==> src/rtl/accum_calculator_if.sv <==
// Operation/result bundle between the board inputs, the accumulator and the display driver.
interface accum_calculator_if #(
   parameter int WIDTH = 4
);
   logic             push;
   logic [1:0]       op;
   logic [WIDTH-1:0] in;
   logic [WIDTH-1:0] acc;
   logic             neg;
   logic [WIDTH-1:0] mag;
   logic             led;
   logic             done;
   logic             hist_empty;
   logic             hist_full;

   modport master (
      output push, op, in,
      input  acc, neg, mag, led, done, hist_empty, hist_full
   );

   modport slave (
      input  push, op, in,
      output acc, neg, mag, led, done, hist_empty, hist_full
   );
endinterface

==> src/rtl/accum_calculator.sv <==
// Signed push-button accumulator with overflow LED, sign/magnitude view and DEPTH-entry undo.
// Optional SATURATE_EN clamps overflowing add/sub results instead of wrapping.
module accum_calculator #(
   parameter int WIDTH = 4,
   parameter int DEPTH = 4
) (
   input  logic               clk,
   input  logic               reset_n,
   accum_calculator_if.slave  bus
);
   localparam int CW = $clog2(DEPTH + 1);
   localparam int PW = (DEPTH > 1) ? $clog2(DEPTH) : 1;

   localparam logic [1:0] OP_ADD = 2'b00;
   localparam logic [1:0] OP_SUB = 2'b01;
   localparam logic [1:0] OP_CLR = 2'b10;
   localparam logic [1:0] OP_UND = 2'b11;

   localparam logic [WIDTH-1:0] MAX_V = {1'b0, {(WIDTH-1){1'b1}}};
   localparam logic [WIDTH-1:0] MIN_V = {1'b1, {(WIDTH-1){1'b0}}};

   // History pointer steps around the ring of DEPTH slots.
   function automatic logic [PW-1:0] ptr_inc(input logic [PW-1:0] p);
      if (p == PW'(DEPTH - 1)) return {PW{1'b0}};
      else                     return p + PW'(1);
   endfunction

   function automatic logic [PW-1:0] ptr_dec(input logic [PW-1:0] p);
      if (p == {PW{1'b0}}) return PW'(DEPTH - 1);
      else                 return p - PW'(1);
   endfunction

   logic             s1_r, s2_r, p_r;
   logic [WIDTH-1:0] acc_r;
   logic             led_r;
   logic             done_r;
   logic [WIDTH-1:0] hist_r [DEPTH];
   logic [PW-1:0]    ptr_r;
   logic [CW-1:0]    cnt_r;

   logic             commit_s;
   logic [WIDTH-1:0] sum_s, diff_s;
   logic             ovf_add_s, ovf_sub_s;
   logic [WIDTH-1:0] acc_nxt_s;
   logic             led_nxt_s;
   logic             hist_push_s, hist_pop_s;
   logic [PW-1:0]    top_s;

   assign commit_s  = s2_r & ~p_r;
   assign sum_s     = acc_r + bus.in;
   assign diff_s    = acc_r - bus.in;
   assign ovf_add_s = (acc_r[WIDTH-1] == bus.in[WIDTH-1]) && (sum_s[WIDTH-1]  != acc_r[WIDTH-1]);
   assign ovf_sub_s = (acc_r[WIDTH-1] != bus.in[WIDTH-1]) && (diff_s[WIDTH-1] != acc_r[WIDTH-1]);
   assign top_s     = ptr_dec(ptr_r);

   // Next accumulator/LED value and history action for a commit edge.
   always_comb begin
      acc_nxt_s   = acc_r;
      led_nxt_s   = led_r;
      hist_push_s = 1'b0;
      hist_pop_s  = 1'b0;
      if (commit_s) begin
         case (bus.op)
            OP_ADD: begin
               hist_push_s = 1'b1;
               led_nxt_s   = ovf_add_s;
`ifdef SATURATE_EN
               // On overflow the true result has the sign of the old accumulator.
               acc_nxt_s   = ovf_add_s ? (acc_r[WIDTH-1] ? MIN_V : MAX_V) : sum_s;
`else
               acc_nxt_s   = sum_s;
`endif
            end
            OP_SUB: begin
               hist_push_s = 1'b1;
               led_nxt_s   = ovf_sub_s;
`ifdef SATURATE_EN
               acc_nxt_s   = ovf_sub_s ? (acc_r[WIDTH-1] ? MIN_V : MAX_V) : diff_s;
`else
               acc_nxt_s   = diff_s;
`endif
            end
            OP_CLR: begin
               hist_push_s = 1'b1;
               acc_nxt_s   = {WIDTH{1'b0}};
               led_nxt_s   = 1'b0;
            end
            OP_UND: begin
               if (cnt_r != {CW{1'b0}}) begin
                  hist_pop_s = 1'b1;
                  acc_nxt_s  = hist_r[top_s];
                  led_nxt_s  = 1'b0;
               end else begin
                  acc_nxt_s  = acc_r;
                  led_nxt_s  = led_r;
               end
            end
            default: begin
               acc_nxt_s = acc_r;
               led_nxt_s = led_r;
            end
         endcase
      end else begin
         acc_nxt_s = acc_r;
         led_nxt_s = led_r;
      end
   end

   // Push synchroniser, edge-detect flop and registered results.
   always_ff @(posedge clk or negedge reset_n) begin
      if (!reset_n) begin
         s1_r   <= 1'b0;
         s2_r   <= 1'b0;
         p_r    <= 1'b0;
         acc_r  <= {WIDTH{1'b0}};
         led_r  <= 1'b0;
         done_r <= 1'b0;
      end else begin
         s1_r   <= bus.push;
         s2_r   <= s1_r;
         p_r    <= s2_r;
         acc_r  <= acc_nxt_s;
         led_r  <= led_nxt_s;
         done_r <= commit_s;
      end
   end

   // Circular LIFO: a push into a full ring overwrites the oldest slot.
   always_ff @(posedge clk or negedge reset_n) begin
      if (!reset_n) begin
         for (int i = 0; i < DEPTH; i++) hist_r[i] <= {WIDTH{1'b0}};
         ptr_r <= {PW{1'b0}};
         cnt_r <= {CW{1'b0}};
      end else if (hist_push_s) begin
         hist_r[ptr_r] <= acc_r;
         ptr_r         <= ptr_inc(ptr_r);
         if (cnt_r != CW'(DEPTH)) cnt_r <= cnt_r + CW'(1);
      end else if (hist_pop_s) begin
         ptr_r <= top_s;
         cnt_r <= cnt_r - CW'(1);
      end
   end

   assign bus.acc        = acc_r;
   assign bus.led        = led_r;
   assign bus.done       = done_r;
   assign bus.neg        = acc_r[WIDTH-1];
   assign bus.mag        = acc_r[WIDTH-1] ? (~acc_r + WIDTH'(1)) : acc_r;
   assign bus.hist_empty = (cnt_r == {CW{1'b0}});
   assign bus.hist_full  = (cnt_r == CW'(DEPTH));
endmodule

==> src/flat_wrapper.sv <==
// flat-port wrapper written by rule: the top's interface ports become plain ports
module accum_calculator_flat 
#(
   parameter int WIDTH = 4,
   parameter int DEPTH = 4
)
  (clk, reset_n, bus_push, bus_op, bus_in, bus_acc, bus_neg, bus_mag, bus_led, bus_done, bus_hist_empty, bus_hist_full);
  accum_calculator_if #(.WIDTH(WIDTH)) bus_i ();
  input  logic clk;
  input  logic reset_n;
  input wire logic [$bits(bus_i.push)-1:0] bus_push;
  input wire logic [$bits(bus_i.op)-1:0] bus_op;
  input wire logic [$bits(bus_i.in)-1:0] bus_in;
  output wire logic [$bits(bus_i.acc)-1:0] bus_acc;
  output wire logic [$bits(bus_i.neg)-1:0] bus_neg;
  output wire logic [$bits(bus_i.mag)-1:0] bus_mag;
  output wire logic [$bits(bus_i.led)-1:0] bus_led;
  output wire logic [$bits(bus_i.done)-1:0] bus_done;
  output wire logic [$bits(bus_i.hist_empty)-1:0] bus_hist_empty;
  output wire logic [$bits(bus_i.hist_full)-1:0] bus_hist_full;
  assign bus_i.push = bus_push;
  assign bus_i.op = bus_op;
  assign bus_i.in = bus_in;
  assign bus_acc = bus_i.acc;
  assign bus_neg = bus_i.neg;
  assign bus_mag = bus_i.mag;
  assign bus_led = bus_i.led;
  assign bus_done = bus_i.done;
  assign bus_hist_empty = bus_i.hist_empty;
  assign bus_hist_full = bus_i.hist_full;
  accum_calculator #(.WIDTH(WIDTH), .DEPTH(DEPTH)) u_core (.clk(clk), .reset_n(reset_n), .bus(bus_i));
endmodule
==> config.mk <==
export PLATFORM = sky130hd
export DESIGN_NAME = accum_calculator_flat
export DESIGN_NICKNAME = d
export VERILOG_FILES = /design/src/rtl/accum_calculator_if.sv /design/src/rtl/accum_calculator.sv /design/src/flat_wrapper.sv
export SDC_FILE = /design/constraint.sdc
export NUM_CORES = 1
export LEC_CHECK = 0
export BUFFER_PORTS_ARGS = -buffer_cell sky130_fd_sc_hd__buf_2
export CAP_MARGIN = 20
export CORE_MARGIN = 2
export CORE_UTILIZATION = 50
export CTS_BUF_LIST = sky130_fd_sc_hd__clkbuf_8
export CTS_CLUSTER_SIZE = 20
export DETAILED_ROUTE_END_ITERATION = 6
export PLACE_DENSITY_LB_ADDON = 0.08
export SYNTH_ARGS = -nofsm -noshare
export SYNTH_HDL_FRONTEND = slang
export SYNTH_SLANG_ARGS = --single-unit
==> constraint.sdc <==
create_clock -name clk -period 2 [get_ports clk]
set_input_delay 0.1 -clock clk [delete_from_list [all_inputs] [get_ports clk]]
set_output_delay 0.1 -clock clk [all_outputs]
set_load 0.05 [all_outputs]
==> run metrics, run 1 <==
status=complete, no violations; total length of routed wires=between 3000 and 4000 um; Synth area leaders=dfrtp_1 (42%), ha_1 (7.7%), mux2_1 (7.6%), mux4_2 (5.1%), fa_1 (3.4%); Compound-Gate Fraction of Synth Area=between 10% and 20%; crit path max-delay cell type=dfrtp_2; maxcap violations=0; Reg2Reg Setup Slack=0.12 ns; first-pass GRT wire length=~6000 um; Fin Hold WS=approximately 0.23 ns; CTS tree=built; RSZ-0062 raised after global routing=false; Leak=slightly below 1 nW; Hold Path End=u_core.bus.acc[1]; Die Height=roughly 64 um; Synth Net Count=approximately 180; number of flops mapped to enable cells by yosys=0; WL per Instance=around 15 um; Hold Fails Final Rpt=0; Final nets=around 210; initial DRC count=93; final antenna-violating net count=0; fmax=roughly 0.53 GHz; simple-gate portion of the synthesized area=15.3%; share of cells above drive strength 1=between 20 and 30%; Layout Cells excl Fill=237; H-tree levels=2; PD cells=~1500 nW/um^2; largest area contributor in the netlist=dfrtp_1; total power=roughly 3.2 mW; Clock Skews=between 0.008 and 0.009 ns; port buffer count=21; crit path kind=flip-flop to flip-flop; FF-to-FF End=u_core.bus.acc[2]; number of global-route vias before repair=1284; clock sinks=30; critical path arrival=2.04 ns; Initial Utilization=52.6%; Mapped Cells=160; Required @ worst endpoint=about 2.2 ns; Synth Area in XOR/XNOR=1.97%; Overflow after GRT=0; Antenna Cells=0; fin. max-slew vios=0; worst r2r src=u_core.bus.acc[0]; gr usage total=around 20%; crit-path max cell delay=between 0.4 and 0.5 ns; Adder-Cell Fraction of Synth Area=between 10% and 20%; Yosys cell types=43; Slew HR=a little under three fifths; dpl hpwl=~2600 um; FF-to-FF path depth=8; commonest non-fill, non-tap cell in the layout=dfrtp_1; hold path depth=3; sequential area share after synthesis=between 40% and 50%; row count=21; core area=about 3400 sq um; Die X=63.7 um; Worst Hold Class=input port to flip-flop; post-CTS setup buffers=0; CTS Buffer Depth=2; DRC=0; # setup viols final=0; pin count of the biggest net entering global routing=31; placed cell count=approximately 230; actual slew at the worst max-slew pin=about 0.67 ns; initial antenna violation count=0; crit-path max FO=8; HP Start=bus_op[1]; vias=~1300; Boundary Pins=22; CTS Buf Count=5; commonest cells after routing, fill and taps aside=dfrtp_1 (28), buf_2 (21), nand2_1 (12), mux2_1 (12), ha_1 (10); Crit. End Element=flip-flop; Max VDD drop=just under 0.0007 V; root cell of the clock tree=clkbuf_8; Mapped Area=about 1800 sq um; multiplexer share of the synthesized area=15.6%; Synth Area per Inst=~11 sq um; Area Overhead vs Synth=17.8%; Routability Congestion=0.788; largest family of logic cells by synthesized area=multiplexers; Via density=between 5 and 6; Post-synth ARST share=100%; die area=4060 sq um; Yosys warning count=0; Yosys top cell area share=42.1%; critical path cell sequence=inv_4 -> ha_2 -> inv_1 -> fa_2 -> mux2i_1 -> xor2_1 -> a2bb2oi_1 -> a21oi_1; min Tclk post-route=around 1.9 ns; Clock Latency Late Sink=slightly below 0.3 ns; most used flip-flop cell after synthesis=dfrtp_1; Synth Register Bits=30; TritonRoute pass-1 iters=4; crit share post-route=93.8%; Clk pin slew, worst setup/hold paths=approximately 0.07 ns; CP Launch Type=flip-flop
[power by group]
group / internal (mW) / switching (mW) / leakage (nW)
clock network: 0.276 / 0.232 / 0.0472
logic: 0.666 / 0.984 / 0.562
registers: 0.847 / 0.203 / 0.369
total: 1.79 / 1.42 / 0.978
[cell type report]
class	count	area [sq um]
Sequential cell	30	753
Inverter	10	40.0
Fill cell	281	1290
Timing Repair Buffer	28	163
Clock buffer	6	82.6
Clock inverter	2	12.5
Tap cell	46	57.6
Multi-Input combinational cell	115	991
[metal layers]
layer | GRT usage (%) | routed length [um]
met1 | 24.8 | 1580
met2 | 32.0 | 1720
met3 | 4.46 | 136
met4 | 8.15 | 58
met5 | 0 | 0
[sequential cells by signal, summed over array words and instances, names as in the netlist]
| signal | flops |
|---|---|
| u_core.s1_r | 1 |
| u_core.p_r | 1 |
| u_core.bus.led | 1 |
| u_core.bus.acc | 4 |
| u_core.s2_r | 1 |
| u_core.cnt_r | 3 |
| u_core.bus.done | 1 |
| u_core.hist_r | 16 |
| u_core.ptr_r | 2 |
[through the flow]
step	worst slack, ns	cell area, sq um	TNS, ns	util (%)
4_1_cts	0.00956	2090	0	61.6
6_report	0.125	2100	0	61.9
3_5_place_dp	0.0454	1970	0	58.2
3_3_place_gp	0.0808	1970	0	58.2
5_1_grt	0.00852	2100	0	61.9
2_1_floorplan	-0.0345	1800	-0.0345	-
[logic make-up (layout without fill, tap and decap cells)]
kind of cell,after synthesis,after routing
buffers and inverters,15,46
XOR/XNOR,4,4
flip-flops,30,30
multiplexers,21,21
AND/OR/NAND/NOR,48,48
adder cells (fa/ha/maj),14,14
AO/OA/AOI/OAI,28,28
[critical path, delay by kind of cell (launching register included)]
family	cells	cell delay [ns]
mux	1	0.17
compound gates	2	0.25
xor+xnor	1	0.21
fa+ha+maj	2	0.50
flops	1	0.48
buf+inv	2	0.15
[timing repair]
action                                  in CTS  in global routing
hold buffers                                 2                  0
hold endpoints to repair                    31                  0
gates resized for setup                      0                  5
endpoints found under the setup margin       0                  3
[worst max-delay path by stage]
stage | slack (ns) | to | from | cells after the start
after global routing | 0.009 | u_core.bus.acc[2] | u_core.bus.acc[0] | 8
after detailed placement | 0.05 | u_core.bus.acc[2] | u_core.bus.acc[0] | 8
after global placement | 0.08 | u_core.bus.acc[2] | u_core.bus.acc[0] | 8
final | 0.12 | u_core.bus.acc[2] | u_core.bus.acc[0] | 8
after CTS | 0.01 | u_core.bus.acc[2] | u_core.bus.acc[0] | 8
after floorplan | -0.03 | bus_mag[3] | u_core.bus.acc[3] | 2
[Yosys cell counts, types with 2 or more instances]
master     count
a21oi_1        8
a2bb2oi_1      3
a31oi_1        2
and2_1         2
buf_4          3
dfrtp_1       30
fa_1           3
ha_1          11
inv_1          9
mux2_1        12
mux2_2         2
mux2i_1        3
mux4_2         4
nand2_1       12
nand2_2        3
nand2b_1       4
nand3_1        3
nand3b_1       2
nor2_1         8
nor2b_1        3
nor3_1         3
o21ai_0        7
xnor2_1        3
Power figures use the tool's default switching activity.
==> run 2, diff against run 1 <==
CORE_UTILIZATION = 45   (was 50)
==> run 2 against run 1 <==
Against the previous run:
- non-clock buffer count stayed put
- setup slack worse by 0.011 ns
- routed wire length increased by 4.9%
- power up 9.1%
- global-route usage decreased by 0.15 points
- sequential share of layout area decreased by 1.0 points
- sequential power about the same
- critical path depth decreased by 2
- via count is 0.31% higher
- die area increased by 10%
- first-iteration DRC count down 8.6%
==> run metrics, run 2 (synthesis results as in run 1) <==
status=complete, no violations; CP Launch Type=flip-flop; Biggest register=u_core.hist_r; crit-path max cell delay=about 0.53 ns; Die X=66.9 um; CTS tree=built; initial DRC count=85; crit-path max FO=4; dpl cell area=1970 sq um; Hold Fails Final Rpt=0; Via density=5.43; crit path max-delay cell type=mux4_2; Die Height=around 67 um; post-CTS setup buffers=0; CTS Buf Count=5; Largest register FFs=16; vias=approximately 1300; worst r2r src=u_core.ptr_r[1]; row count=22; Overflow after GRT=0; WL per Instance=15.3 um; port buffer count=21; FF-to-FF End=u_core.bus.acc[0]; HP Start=bus_op[1]; register area=about 750 sq um; design area=roughly 2200 sq um; crit path kind=flip-flop to flip-flop; maxcap violations=0; # setup viols final=0; pin count of the biggest net entering global routing=31; Sw Share=around two fifths; commonest non-fill, non-tap cell in the layout=dfrtp_1; root cell of the clock tree=clkbuf_8; gr usage total=approximately 19%; switching pwr=roughly 1.4 mW; P_int=roughly 2.1 mW; TritonRoute pass-1 iters=4; total of fill cells in the finished design=around 340; fin. max-slew vios=0; post-route setup TNS=0 ns; Clk pin slew, worst setup/hold paths=~0.070 ns; Crit. End Element=flip-flop; fmax=roughly 0.53 GHz; min Tclk post-route=~1.9 ns; DRC=0; placed cell count=229; Clock Skews=between 0.006 and 0.007 ns; total length of routed wires=3660 um; critical path cell sequence=inv_1 -> ha_1 -> nor2b_4 -> mux4_2 -> a211oi_2 -> a21oi_1; Reg2Reg Setup Slack=around 0.11 ns; core area=about 3700 sq um; Initial Utilization=47.6%; Layout Cells excl Fill=239; Final nets=between 200 and 250; first-pass GRT wire length=roughly 6300 um; Max VDD drop=about 0.00074 V; number of global-route vias before repair=1301; hold path depth=3; commonest cells after routing, fill and taps aside=dfrtp_1 (28), buf_2 (21), nand2_1 (12), mux2_1 (12), ha_1 (10); clock power share=between 20% and 30%; Slew HR=a little over half; Flop pwr share=between 30% and 40%; critical path arrival=between 2 and 2.5 ns; Worst Hold Class=input port to flip-flop; final antenna-violating net count=0; Required @ worst endpoint=2.17 ns; Boundary Pins=22; CTS Buffer Depth=2; Area Overhead vs Synth=21.3%; crit share post-route=a little over nine tenths; Comb power frac=a little under half; dpl hpwl=between 2000 and 3000 um; PD cells=~1600 nW/um^2; H-tree levels=2; area of the multi-input gates=1000 sq um; actual slew at the worst max-slew pin=about 0.69 ns; FF-to-FF path depth=6; Hold Path End=u_core.bus.acc[2]; Clock Latency Late Sink=approximately 0.29 ns; initial antenna violation count=0; RSZ-0062 raised after global routing=false; Routability Congestion=~0.76; Antenna Cells=0; share of cells above drive strength 1=29.3%; clock sinks=30; die area=4480 sq um; Leak=1.01 nW
-- run 2: cell count changes in the layout (fill, tap and decap cells not counted), sizes merged --
| cell | previous run | this run |
|---|---|---|
| bufinv | 0 | 2 |
| clkinv | 1 | 0 |
| clkinvlp | 1 | 0 |
-- run 2: through the flow --
step	util, %	setup slack [ns]	total power, mW	hold slack [ns]
2_1_floorplan	-	-0.0345	2.31	-0.196
3_3_place_gp	52.7	0.106	2.65	0.175
3_5_place_dp	52.7	0.00562	2.70	0.181
4_1_cts	57.1	0.0110	3.48	0.257
5_1_grt	57.7	0.00167	3.73	0.257
6_report	57.7	0.114	3.50	0.225
-- run 2: worst max-delay path by stage --
stage          cells past startpoint                 to               from
4_1_cts                            6  u_core.bus.acc[0]    u_core.ptr_r[1]
3_5_place_dp                       6  u_core.bus.acc[0]    u_core.ptr_r[1]
6_report                           6  u_core.bus.acc[0]    u_core.ptr_r[1]
5_1_grt                            6  u_core.bus.acc[0]    u_core.ptr_r[1]
3_3_place_gp                       8  u_core.bus.acc[2]  u_core.bus.acc[0]
2_1_floorplan                      2         bus_mag[3]  u_core.bus.acc[3]
-- run 2: layer usage --
metal / routed length (um) / GRT usage, %
met5: 0 / 0
met4: 52 / 6.12
met3: 136 / 5.07
met2: 1770 / 32.5
met1: 1710 / 24.3
-- run 2: layout make-up --
cell class	count	share of cell area, %
timing repair buffer	28	7.53
tap	48	2.78
clock buffer	6	3.82
inverter	10	1.74
sequential	30	34.9
multi-input combinational	115	46.5
clock inverter	2	2.78
-- run 2: worst max-delay path: cells and delay by family, from the launching register on --
family | cells | cell delay (ns)
AOI/OAI and AO/OA | 2 | 0.29
adders and majority gates | 1 | 0.25
buffers and inverters | 1 | 0.09
DFF | 1 | 0.39
muxes | 1 | 0.53
and+or+nand+nor | 1 | 0.22
-- run 2: power groups by stage --
stage	clock (mW)	sequential, mW	combinational, mW
4_1_cts	0.779	1.04	1.66
5_1_grt	0.801	1.09	1.84
3_5_place_dp	0	1.06	1.65
3_3_place_gp	0	1.05	1.60
2_1_floorplan	0	1.17	1.14
6_report	0.769	1.05	1.68
-- run 2: repair_timing --
action / CTS / global route
hold buffers: 2 / 0
gates resized for setup: 0 / 5
setup endpoints to repair: 0 / 4
hold endpoints to repair: 31 / 0
==> run 3, diff against run 2 <==
clock period = 1.58 ns   (was 2 ns; I/O delays follow)
==> run 3 against run 2 <==
Against the previous run:
- the flow now finishes with violations (setup timing)
- via count increased by 4.9%
- setup slack got worse by 0.32 ns
- cell count is 8.8% higher
- hold slack better by 0.020 ns
- combinational power is 67% higher
- critical endpoint is now u_core.bus.acc[2]
- largest cell class unchanged
==> run metrics, run 3 (synthesis results as in run 1) <==
Leak=approximately 1.1 nW; row count=22; Via density=5.23; dpl cell area=2240 sq um; port buffer count=21; Clock Skews=about 0.0076 ns; Die Height=66.9 um; Clock Latency Late Sink=about 0.28 ns; design area=between 2000 and 2500 sq um; actual slew at the worst max-slew pin=between 0.6 and 0.7 ns; crit-path max FO=3; CP Launch Type=flip-flop; Slew HR=between 50% and 60%; share of cells above drive strength 1=47.2%; # setup viols final=6; H-tree levels=2; Final nets=between 200 and 250; min Tclk post-route=1.78 ns; PD cells=approximately 2000 nW/um^2; Routability Congestion=~0.8; critical path cell sequence=inv_4 -> ha_4 -> inv_2 -> fa_2 -> mux2i_1 -> xor2_1 -> a2bb2oi_1 -> a21oi_1; Crit. End Element=flip-flop; gr usage total=20.1%; fmax=between 0.5 and 0.6 GHz; CTS Buffer Depth=2; crit path kind=flip-flop to flip-flop; crit path max-delay cell type=dfrtp_4; Initial Utilization=47.6%; root cell of the clock tree=clkbuf_8; Die X=between 60 and 70 um; Largest register FFs=16; DRC=0; met2 Usage GRT=between 30% and 40%; maxcap violations=0; global routing's busiest layer=met2; clock sinks=30; initial antenna violation count=0; Hold Fails Final Rpt=0; commonest non-fill, non-tap cell in the layout=dfrtp_1; WL per Instance=about 15 um; fin. max-slew vios=0; CP top delay family=flip-flops; RSZ-0062 raised after global routing=true; dpl hpwl=slightly below 3000 um; vias=between 1000 and 1500; crit share post-route=113%; pin count of the biggest net entering global routing=31; commonest cells after routing, fill and taps aside=dfrtp_1 (27), buf_4 (24), buf_2 (18); Fin Hold WS=roughly 0.25 ns; Required @ worst endpoint=roughly 1.7 ns; CTS tree=built; core area=roughly 3700 sq um; status=complete, but fails checks; Boundary Pins=22; initial DRC count=44; routing usage on met1=about a quarter; Antenna Cells=0; Max VDD drop=around 0.001 V; M3 GR Usage=under 10%; critical path arrival=approximately 1.9 ns; die area=between 4000 and 5000 sq um; final antenna-violating net count=0; Bufs and invs on worst path=2; TritonRoute pass-1 iters=3; CTS Buf Count=5; Biggest register=u_core.hist_r; Overflow after GRT=0; Worst Slack Setup Final=-0.204 ns; total power=approximately 4.9 mW; crit-path max cell delay=0.51 ns; total length of routed wires=approximately 4000 um; Area Overhead vs Synth=39.7%; failing checks=setup timing; Worst Hold Class=input port to flip-flop; Clk pin slew, worst setup/hold paths=about 0.070 ns; first-pass GRT wire length=between 6000 and 7000 um; number of global-route vias before repair=between 1000 and 1500
## run 3: cell count changes in the layout (fill, tap and decap cells not counted), moves of 4 or more
cell,change
buf_4,+19
inv_2,+4
buf_6,+5
ha_4,+6
ha_1,-6
inv_1,-6
## run 3: final timing paths
kind | start | end | slack [ns] | cells after the start
worst max register to register | u_core.bus.acc[0] | u_core.bus.acc[2] | -0.20 | 8
worst min-delay path | bus_op[1] | u_core.bus.acc[1] | 0.25 | 4
max in group asynchronous | reset_n | u_core.bus.acc[2] | 0.72 | 2
worst max-delay path | u_core.bus.acc[0] | u_core.bus.acc[2] | -0.20 | 8
worst min register to register | u_core.s1_r | u_core.s2_r | 0.36 | 0
min in group asynchronous | reset_n | u_core.hist_r[0] | 0.37 | 2
## run 3: routing by layer
layer | vias up | part of all wire, % | wire [um]
met4 | 0 | 1.2 | 50
li1 | 664 | - | -
met2 | 15 | 51 | 2060
met1 | 677 | 44 | 1780
met5 | - | 0 | 0
met3 | 5 | 2.8 | 114
## run 3: metrics by stage
stage / instances / setup WS [ns] / setup TNS (ns) / utilization [%]
after floorplan: 160 / -0.219 / -0.824 / -
after global placement: 247 / -0.128 / -0.287 / 59.8
after detailed placement: 247 / -0.168 / -0.473 / 59.8
after CTS: 259 / -0.183 / -0.522 / 65.6
after global routing: 260 / -0.298 / -0.995 / 66.5
final: 260 / -0.204 / -0.625 / 66.5
## run 3: layout make-up
| class | instances | area [sq um] |
|---|---|---|
| Tap cell | 48 | 60.1 |
| Inverter | 10 | 42.5 |
| Clock buffer | 5 | 68.8 |
| Timing Repair Buffer | 49 | 347 |
| Clock inverter | 3 | 40.0 |
| Multi-Input combinational cell | 115 | 1170 |
| Fill cell | 279 | 1250 |
| Sequential cell | 30 | 762 |
## run 3: where the power goes
group | leakage, nW | internal, mW | switching (mW) | total, mW
clock | 0.0579 | 0.463 | 0.288 | 0.751
combinational | 0.700 | 1.32 | 1.49 | 2.80
sequential | 0.368 | 1.09 | 0.264 | 1.35
total | 1.13 | 2.87 | 2.04 | 4.91
## run 3: worst min-delay path: cells and delay by family
kind	cells	cell delay, ns
AO/OA/AOI/OAI	2	0.19
buffers and inverters	2	0.23
## run 3: repair_timing
item                       4_1_cts  5_1_grt
setup endpoints to repair        8        9
gates resized for setup         18        6
hold buffers                     2        0
setup buffers                    2        1
pin swaps                        5       10
hold endpoints to repair        31        0
